### src/rtl/bus_rr_scheduler_if.sv
// Bus-side bundle between the device FIFOs / receive ports and the round-robin scheduler.
interface bus_rr_scheduler_if #(
  parameter int unsigned drvrs  = 4,
  parameter int unsigned pkg_sz = 24,
  parameter int unsigned cnt_w  = 16
);
  localparam int unsigned id_w = $clog2(drvrs);

  logic [drvrs-1:0]        pndng;
  logic [drvrs*pkg_sz-1:0] D_pop;
  logic [drvrs-1:0]        pop;
  logic [drvrs-1:0]        push;
  logic [pkg_sz-1:0]       D_push;
  logic [id_w-1:0]         grant_id;
  logic                    busy;
  logic [cnt_w-1:0]        drop_cnt;
  logic [cnt_w-1:0]        pkt_cnt;

  // Scheduler side
  modport master (
    input  pndng, D_pop,
    output pop, push, D_push, grant_id, busy, drop_cnt, pkt_cnt
  );

  // Device side
  modport slave (
    output pndng, D_pop,
    input  pop, push, D_push, grant_id, busy, drop_cnt, pkt_cnt
  );
endinterface

### src/rtl/bus_rr_scheduler.sv
// Round-robin scheduler/router: pops one packet from a pending source FIFO and
// pushes it to its destination (or all other devices on broadcast).
module bus_rr_scheduler #(
  parameter int unsigned drvrs     = 4,
  parameter int unsigned pkg_sz    = 24,
  parameter logic [7:0]  broadcast = 8'hFF,
  parameter int unsigned cnt_w     = 16
) (
  input logic             clk,
  input logic             reset,
  bus_rr_scheduler_if.master bus
);
  localparam int unsigned id_w = $clog2(drvrs);

  localparam logic [1:0] st_idle = 2'd0;
  localparam logic [1:0] st_pop  = 2'd1;
  localparam logic [1:0] st_push = 2'd2;

  logic [1:0]        state_q, state_d;
  logic [id_w-1:0]   grant_q, grant_d;
  logic [drvrs-1:0]  pop_q, pop_d;
  logic [drvrs-1:0]  push_q, push_d;
  logic [pkg_sz-1:0] pkt_q, pkt_d;
  logic              busy_q;
  logic [cnt_w-1:0]  drop_q, drop_d;
  logic [cnt_w-1:0]  pkt_cnt_q, pkt_cnt_d;

  logic [id_w-1:0]   winner_c;
  logic [pkg_sz-1:0] head_c;
  logic [7:0]        dest_c;
  logic [drvrs-1:0]  mask_c;
  logic              drop_c;

  // Round-robin search starting one past the last grant; lowest offset wins
  always_comb begin
    winner_c = grant_q;
    for (int k = int'(drvrs); k >= 1; k--) begin
      logic [id_w-1:0] idx;
      idx = id_w'((32'(grant_q) + 32'(k)) % drvrs);
      if (bus.pndng[idx]) winner_c = idx;
    end
  end

  // Destination decode of the granted FIFO head word
  always_comb begin
    head_c = bus.D_pop[32'(grant_q) * pkg_sz +: pkg_sz];
    dest_c = head_c[pkg_sz-1 -: 8];
    mask_c = '0;
    drop_c = 1'b1;
    if (dest_c == broadcast) begin
      mask_c = ~(drvrs'(1) << grant_q);
      drop_c = 1'b0;
    end else if ((32'(dest_c) < drvrs) && (32'(dest_c) != 32'(grant_q))) begin
      mask_c = drvrs'(1) << dest_c;
      drop_c = 1'b0;
    end
  end

  // Next-state and next-output logic
  always_comb begin
    state_d   = state_q;
    grant_d   = grant_q;
    pop_d     = '0;
    push_d    = '0;
    pkt_d     = pkt_q;
    drop_d    = drop_q;
    pkt_cnt_d = pkt_cnt_q;
    case (state_q)
      st_idle: begin
        if (|bus.pndng) begin
          grant_d = winner_c;
          pop_d   = drvrs'(1) << winner_c;
          state_d = st_pop;
        end
      end
      st_pop: begin
        if (drop_c) begin
          if (drop_q != '1) drop_d = drop_q + cnt_w'(1);
          state_d = st_idle;
        end else begin
          push_d  = mask_c;
          pkt_d   = head_c;
          state_d = st_push;
        end
      end
      st_push: begin
        if (pkt_cnt_q != '1) pkt_cnt_d = pkt_cnt_q + cnt_w'(1);
        state_d = st_idle;
      end
      default: state_d = st_idle;
    endcase
  end

  // State and registered outputs
  always_ff @(posedge clk or negedge reset) begin
    if (!reset) begin
      state_q   <= st_idle;
      grant_q   <= id_w'(drvrs - 1);
      pop_q     <= '0;
      push_q    <= '0;
      pkt_q     <= '0;
      busy_q    <= 1'b0;
      drop_q    <= '0;
      pkt_cnt_q <= '0;
    end else begin
      state_q   <= state_d;
      grant_q   <= grant_d;
      pop_q     <= pop_d;
      push_q    <= push_d;
      pkt_q     <= pkt_d;
      busy_q    <= (state_d != st_idle);
      drop_q    <= drop_d;
      pkt_cnt_q <= pkt_cnt_d;
    end
  end

  assign bus.pop      = pop_q;
  assign bus.push     = push_q;
  assign bus.D_push   = pkt_q;
  assign bus.grant_id = grant_q;
  assign bus.busy     = busy_q;
  assign bus.drop_cnt = drop_q;
  assign bus.pkt_cnt  = pkt_cnt_q;
endmodule

### src/flat_wrapper.sv
// flat-port wrapper written by rule: the top's interface ports become plain ports
module bus_rr_scheduler_flat 
#(
  parameter int unsigned drvrs     = 4,
  parameter int unsigned pkg_sz    = 24,
  parameter logic [7:0]  broadcast = 8'hFF,
  parameter int unsigned cnt_w     = 16
)
  (clk, reset, bus_pndng, bus_D_pop, bus_pop, bus_push, bus_D_push, bus_grant_id, bus_busy, bus_drop_cnt, bus_pkt_cnt);
  bus_rr_scheduler_if #(.drvrs(drvrs), .pkg_sz(pkg_sz), .cnt_w(cnt_w)) bus_i ();
  input logic clk;
  input logic reset;
  input wire logic [$bits(bus_i.pndng)-1:0] bus_pndng;
  input wire logic [$bits(bus_i.D_pop)-1:0] bus_D_pop;
  output wire logic [$bits(bus_i.pop)-1:0] bus_pop;
  output wire logic [$bits(bus_i.push)-1:0] bus_push;
  output wire logic [$bits(bus_i.D_push)-1:0] bus_D_push;
  output wire logic [$bits(bus_i.grant_id)-1:0] bus_grant_id;
  output wire logic [$bits(bus_i.busy)-1:0] bus_busy;
  output wire logic [$bits(bus_i.drop_cnt)-1:0] bus_drop_cnt;
  output wire logic [$bits(bus_i.pkt_cnt)-1:0] bus_pkt_cnt;
  assign bus_i.pndng = bus_pndng;
  assign bus_i.D_pop = bus_D_pop;
  assign bus_pop = bus_i.pop;
  assign bus_push = bus_i.push;
  assign bus_D_push = bus_i.D_push;
  assign bus_grant_id = bus_i.grant_id;
  assign bus_busy = bus_i.busy;
  assign bus_drop_cnt = bus_i.drop_cnt;
  assign bus_pkt_cnt = bus_i.pkt_cnt;
  bus_rr_scheduler #(.drvrs(drvrs), .pkg_sz(pkg_sz), .broadcast(broadcast), .cnt_w(cnt_w)) u_core (.clk(clk), .reset(reset), .bus(bus_i));
endmodule
### config.mk
export PLATFORM = sky130hd
export DESIGN_NAME = bus_rr_scheduler_flat
export DESIGN_NICKNAME = d
export VERILOG_FILES = /design/src/rtl/bus_rr_scheduler_if.sv /design/src/rtl/bus_rr_scheduler.sv /design/src/flat_wrapper.sv
export SDC_FILE = /design/constraint.sdc
export NUM_CORES = 1
export LEC_CHECK = 0
export BUFFER_PORTS_ARGS = -buffer_cell sky130_fd_sc_hd__buf_2
export CORE_MARGIN = 2
export CORE_UTILIZATION = 44
export CTS_BUF_LIST = sky130_fd_sc_hd__clkbuf_8
export CTS_CLUSTER_DIAMETER = 200
export DETAILED_ROUTE_END_ITERATION = 6
export PLACE_DENSITY = 0.81
export SETUP_SLACK_MARGIN = 0.3
export SYNTH_ARGS = -nofsm -noshare
export SYNTH_HDL_FRONTEND = slang
export SYNTH_SLANG_ARGS = --single-unit
### constraint.sdc
create_clock -name clk -period 3 [get_ports clk]
set_clock_uncertainty 0.2 [all_clocks]
set_input_delay 0.15 -clock clk [delete_from_list [all_inputs] [get_ports clk]]
set_output_delay 0.15 -clock clk [all_outputs]
set_load 0.01 [all_outputs]
==> results of run 1 <==
power by group through the flow:
| stage | clock network, µW | logic, µW | registers, µW |
|---|---|---|---|
| after floorplan | 0 | 1080 | 1440 |
| after global placement | 0 | 1660 | 1370 |
| after detailed placement | 0 | 1730 | 1370 |
| after CTS | 873 | 1770 | 1360 |
| after global routing | 912 | 2040 | 1400 |
| final | 856 | 1870 | 1360 |
worst max-delay path: stages (launching register included):
cell,delay [ns]
dfstp_2,0.62
mux4_2,0.57
nor4_4,0.31
o211ai_2,0.18
a21oi_4,0.19
buf_6,0.18
mux2_2,0.34
area by class of cell:
class                           count  area [µm²]
Fill cell                         671        3150
Multi-Input combinational cell    199        1890
Sequential cell                    69        1730
Timing Repair Buffer              187        1020
Clock buffer                       10         138
Tap cell                          105         131
Clock inverter                      6        86.3
Inverter                           16        60.1
routing by layer:
layer,vias to the layer above,part of all wire (%),global-route usage (%)
met4,0,2.4,8.57
met2,135,52,37.2
met1,1514,39,26.0
met3,17,6.3,4.70
met5,-,0,0
li1,1437,-,-
worst paths after layout:
| check | start | endpoint | slack [ns] | depth (start not counted) |
|---|---|---|---|---|
| min reg2reg | u_core.bus.pkt_cnt[14] | u_core.bus.pkt_cnt[14] | 0.29 | 1 |
| max reg2reg | u_core.bus.grant_id[0] | u_core.bus.D_push[6] | 0.30 | 6 |
| min in group asynchronous | reset | u_core.bus.drop_cnt[10] | 0.30 | 3 |
| max in group asynchronous | reset | u_core.bus.D_push[16] | 1.69 | 3 |
| min | bus_D_pop[60] | u_core.bus.D_push[12] | 0.04 | 3 |
| max | u_core.bus.grant_id[0] | u_core.bus.D_push[6] | 0.30 | 6 |
Yosys cell counts (all sizes together) (6+ instances only):
cell   instances
and3           6
mux2          20
nor2          27
buf            8
ha             6
mux4          25
nand3         12
nand2         15
dfrtp         67
nand4          8
xnor2         13
inv           16
xor2          17
o21ai          9
per-stage QoR:
| stage | total power [µW] | cells | setup slack, ns | hold slack (ns) | util [%] |
|---|---|---|---|---|---|
| after global routing | 4350 | 592 | 0.223 | 0.0389 | 61.6 |
| after global placement | 3030 | 570 | 0.231 | 0.190 | 57.3 |
| final | 4090 | 592 | 0.295 | 0.0432 | 61.6 |
| after detailed placement | 3100 | 570 | 0.127 | 0.204 | 57.3 |
| after floorplan | 2530 | 295 | 0.122 | -0.346 | - |
| after CTS | 4010 | 590 | 0.264 | 0.0319 | 60.7 |
what timing repair did:
| action | CTS | global route |
|---|---|---|
| pin swaps | 2 | 4 |
| hold buffers | 1 | 0 |
| resized for setup | 6 | 25 |
| endpoints found under the setup margin | 39 | 43 |
| hold endpoints to repair | 67 | 0 |
| gates cloned | 0 | 0 |
| buffers inserted | 3 | 2 |
kinds of logic after synthesis:
kind of cell | synth area share, %
buffers and inverters | 3.96
DFF | 46.4
and+or+nand+nor | 11.9
adders and majority gates | 2.01
muxes | 23.4
AOI/OAI and AO/OA | 5.34
xor gates and xnor gates | 7.05
state kept, by name, summed over array words and instances, names as in the netlist:
register,cells
u_core.state_q,2
u_core.bus.push,4
u_core.bus.drop_cnt,16
u_core.bus.busy,1
u_core.bus.D_push,24
u_core.bus.grant_id,2
u_core.bus.pop,4
u_core.bus.pkt_cnt,16
==> results.py, run 1 <==
metrics = {
    "run_status": {
        "status": "complete, no violations",
    },
    "clock_tree": {
        "cts.path.max_buffers": 2,
        "cts_max_level": 3,
        "worst_skew_pair.late_latency_ns": 0.34,
        "cts_tree": "yes",
        "cts.sinks": 69,
        "root_buffer": "clkbuf_8",
        "clk_pin_slew_ns": 0.08,
        "cts_buffers": 9,
    },
    "job": {
        "maxCapViolations": 0,
    },
    "sta": {
        "hold_viol_final": 0,
        "maxSlewViolCount": 0,
        "period_share_pct": 90.2,
        "fmax_mhz": 370,
        "rsz0062_at_grt": "yes",
        "relSlewSlack_pct": 41.7,
        "worst_pin_slew_ns": 0.875,
        "fin_crit_ns": 2.70,
        "setup_viol": 0,
        "final.setup.tns_ns": 0,
    },
    "layout": {
        "mostFrequentLayoutCell": "buf_2",
        "diodes": 0,
        "final_area_um2": 5060,
        "layout_common_cells": "buf_2 (168), dfrtp_1 (67), nor2_1 (26)",
        "area_delta_synth_final_pct": 35.8,
        "fin_nets": 590,
        "drive_above_1_share_pct": 54.6,
    },
    "route": {
        "wl_per_cell_um": 16.1,
        "drt-pass1-iter-count": 4,
        "drt-total-wl_um": 9530,
        "detail-route-antenna-nets": 0,
        "vias_per_cell": 5.24,
        "drt_iter0_drc": 74,
        "drc": 0,
        "via_count": 3103,
    },
    "logic_synthesis": {
        "syn-cell-area_um2": 3730,
        "ys_seq_elements": 69,
        "synth_area_leader_cell": "dfrtp_1",
        "mappedNetlistNets": 403,
        "synth.avg_cell_area_um2": 12.6,
        "async_reset_ff_share_pct": 100,
        "synth_edf_count": 0,
        "yosysTopAreaCellShare_pct": 45.0,
        "yosys-top-cells-area": "dfrtp_1 (45%), mux4_2 (11%), mux2_4 (4.4%), mux4_1 (4.2%), xor2_1 (4.0%)",
        "synth_warnings": 0,
        "ys_types": 46,
        "postSynthCellCount": 295,
        "ys_seq_area_share_pct": 46.4,
        "ys.flop_type": "dfrtp_1",
    },
    "setup_path": {
        "worst-path-max-fanout": 10,
        "cp-end-kind": "flip-flop",
        "critPathKind": "flip-flop to flip-flop",
        "crit_required_ns": 3.04,
        "start_kind": "flip-flop",
        "critPathArrivalTime_ns": 2.74,
    },
    "die": {
        "die_w_um": 96.1,
        "start_util_pct": 45.4,
        "die_y_um": 96.1,
        "core_area_um2": 8220,
        "fp-row-count": 33,
        "die-area_um2": 9230,
        "io-pin-count": 169,
    },
    "power_and_ir_drop": {
        "peakVddDrop_v": 0.000462,
        "clockPowerShare_pct": 21.0,
        "p_sw_uw": 1460,
        "p_int_uw": 2630,
        "comb_power_share_pct": 45.7,
        "cellLeakagePower_uw": 0.00264,
        "switching_share_pct": 35.6,
        "p_seq_share_pct": 33.3,
        "powerDensity_nw_per_um2": 807,
    },
    "grt": {
        "grt_pass1_vias": 3154,
        "grt_start_max_net_pins": 70,
        "grt_usage_pct": 21.5,
        "grt-ovfl-total": 0,
        "grt_first_pass_wirelength_um": 14900,
        "antenna_found_initial": 0,
    },
    "place": {
        "place.gp.congestion": 0.817,
        "place_area_um2": 4710,
        "dp_hpwl_um": 7240,
        "numPortBuffers": 168,
    },
    "hold_path": {
        "hp-class": "input pin to flip-flop",
    },
}
(Power assumes the default switching activity.)
==> run 2: changes to the inputs <==
--- a/config.mk
+++ b/config.mk
@@ -6,6 +6,7 @@
 export NUM_CORES = 1
 export LEC_CHECK = 0
 export BUFFER_PORTS_ARGS = -buffer_cell sky130_fd_sc_hd__buf_2
+export CORE_ASPECT_RATIO = 0.9
 export CORE_MARGIN = 2
 export CORE_UTILIZATION = 44
 export CTS_BUF_LIST = sky130_fd_sc_hd__clkbuf_8
==> run 2 against run 1 <==
Against the previous run:
- via count up 1.6%
- critical path depth up 2
- final cell count up 0.84%
- sequential power about the same
- global-route usage down 0.099 points
- hold slack better by 0.013 ns
- power up 2.4%
- first-iteration DRC count up 22%
- sequential share of layout area down 0.75 points
- routed wire length down 0.16%
==> results.py, run 2 (synthesized netlist as in run 1, its figures left out) <==
metrics = {
    "place": {
        "place_area_um2": 4720,
        "dpl.cell_count": 565,
        "dp_hpwl_um": 7160,
        "place.gp.congestion": 0.872,
        "numPortBuffers": 168,
    },
    "setup_path": {
        "start_kind": "flip-flop",
        "cp-end-kind": "flip-flop",
        "cp_slowest_cell": "dfstp_2",
        "rrSetupSlack_ns": 0.14,
        "critPathArrivalTime_ns": 2.89,
        "cp_cell_sequence": "buf_6 -> mux4_2 -> nor4_4 -> o211ai_2 -> a21oi_4 -> buf_12 -> buf_12 -> mux2_4",
        "crit_required_ns": 3.03,
        "critPathKind": "flip-flop to flip-flop",
        "worst-path-max-fanout": 8,
        "max_stage_delay_ns": 0.58,
        "cpLargestDelayFamily": "multiplexers",
        "path_buf_inv": 3,
        "crit_path_frequent_cell": "buf_12",
    },
    "sta": {
        "final.setup.tns_ns": 0,
        "setup_viol": 0,
        "period_share_pct": 95.3,
        "worst_pin_slew_ns": 0.990,
        "fmax_mhz": 350,
        "relSlewSlack_pct": 34.0,
        "fin_crit_ns": 2.86,
        "hold_viol_final": 0,
        "rsz0062_at_grt": "yes",
        "maxSlewViolCount": 0,
    },
    "route": {
        "detail-route-antenna-nets": 0,
        "via_count": 3153,
        "drt-total-wl_um": 9520,
        "drt_iter0_drc": 90,
        "drc": 0,
        "wl_per_cell_um": 15.9,
        "drt-pass1-iter-count": 4,
        "vias_per_cell": 5.28,
    },
    "layout": {
        "largest_reg_flops": 24,
        "fin_nets": 601,
        "area_delta_synth_final_pct": 38.8,
        "instances_no_fill": 597,
        "drive_above_1_share_pct": 54.4,
        "diodes": 0,
        "final_area_um2": 5180,
        "layout_common_cells": "buf_2 (168), dfrtp_1 (67), nor2_1 (27)",
        "mostFrequentLayoutCell": "buf_2",
    },
    "run_status": {
        "status": "complete, no violations",
    },
    "power_and_ir_drop": {
        "powerDensity_nw_per_um2": 808,
        "p_total_uw": 4180,
        "cellLeakagePower_uw": 0.00271,
        "peakVddDrop_v": 0.000471,
    },
    "die": {
        "fp-row-count": 31,
        "start_util_pct": 45.8,
        "die_w_um": 101,
        "io-pin-count": 169,
        "die-area_um2": 9230,
        "core_area_um2": 8150,
        "die_y_um": 91.3,
    },
    "grt": {
        "grt_first_pass_wirelength_um": 15300,
        "top_usage_layer": "met2",
        "grt_pass1_vias": 3155,
        "grt_start_max_net_pins": 46,
        "grt_usage_pct": 21.4,
        "grt-ovfl-total": 0,
        "met2_usage_pct": 34.7,
        "grt_use_met1_pct": 27.6,
        "antenna_found_initial": 0,
        "globalRouteMet3Util_pct": 6.39,
    },
    "clock_tree": {
        "worst_skew_pair.late_latency_ns": 0.34,
        "cts_tree": "yes",
        "cts.path.max_buffers": 2,
        "clk_pin_slew_ns": 0.08,
        "root_buffer": "clkbuf_8",
        "cts_max_level": 3,
        "cts_buffers": 9,
        "cts.sinks": 69,
    },
    "job": {
        "maxCapViolations": 0,
    },
    "hold_path": {
        "hp-class": "input pin to flip-flop",
    },
}
==> run 2: worst paths after layout <==
check	start	depth (start not counted)	to
worst max-delay path	u_core.bus.grant_id[0]	8	u_core.bus.D_push[5]
worst min-delay path	bus_D_pop[49]	3	u_core.bus.D_push[1]
worst max register to register	u_core.bus.grant_id[0]	8	u_core.bus.D_push[5]
worst min register to register	u_core.bus.drop_cnt[13]	1	u_core.bus.drop_cnt[13]
max in group asynchronous	reset	3	u_core.bus.D_push[0]
min in group asynchronous	reset	2	u_core.bus.drop_cnt[2]
==> run 2: cell type report <==
class	instances	area, µm²
multi-input cells	199	1890
inverters	16	60.1
clock buffers	11	151
clock inverters	5	81.3
fillers	674	2970
repair buffers	198	1140
flip-flops and latches	69	1730
well taps	99	124
==> run 2: worst register-to-register path, cell delays in order (launching register included) <==
cell and delay, ns:
dfstp_2 0.58, buf_6 0.11, mux4_2 0.55, nor4_4 0.35, o211ai_2 0.20, a21oi_4 0.20, buf_12 0.13, buf_12 0.13
mux2_4 0.30
==> run 2: per-layer routing <==
| layer | up-vias | share of wire [%] |
|---|---|---|
| met2 | 125 | 50 |
| met4 | 0 | 1.5 |
| met5 | - | 0 |
| li1 | 1465 | - |
| met3 | 13 | 6.7 |
| met1 | 1550 | 42 |
==> run 2: per-stage QoR <==
stage          utilization (%)  setup slack, ns  hold WS (ns)
6_report                  63.5            0.140        0.0563
5_1_grt                   63.5           0.0839        0.0409
4_1_cts                   63.1            0.240        0.0379
3_5_place_dp              57.9            0.104         0.166
3_3_place_gp              57.9            0.212         0.160
2_1_floorplan                -            0.122        -0.346
==> run 2: repair_timing <==
| action | 4_1_cts | 5_1_grt |
|---|---|---|
| hold buffers | 1 | 0 |
| gates resized for setup | 18 | 10 |
| pin swaps | 5 | 4 |
| cloned | 1 | 0 |
| setup endpoints to repair | 42 | 44 |
| buffers inserted | 9 | 5 |
| hold endpoints to repair | 41 | 0 |
==> run 2: report_power, final <==
group	switching, µW	internal [µW]	total [µW]
Sequential	185	1170	1360
Clock	354	515	869
Combinational	908	1050	1960
Total	1450	2740	4180
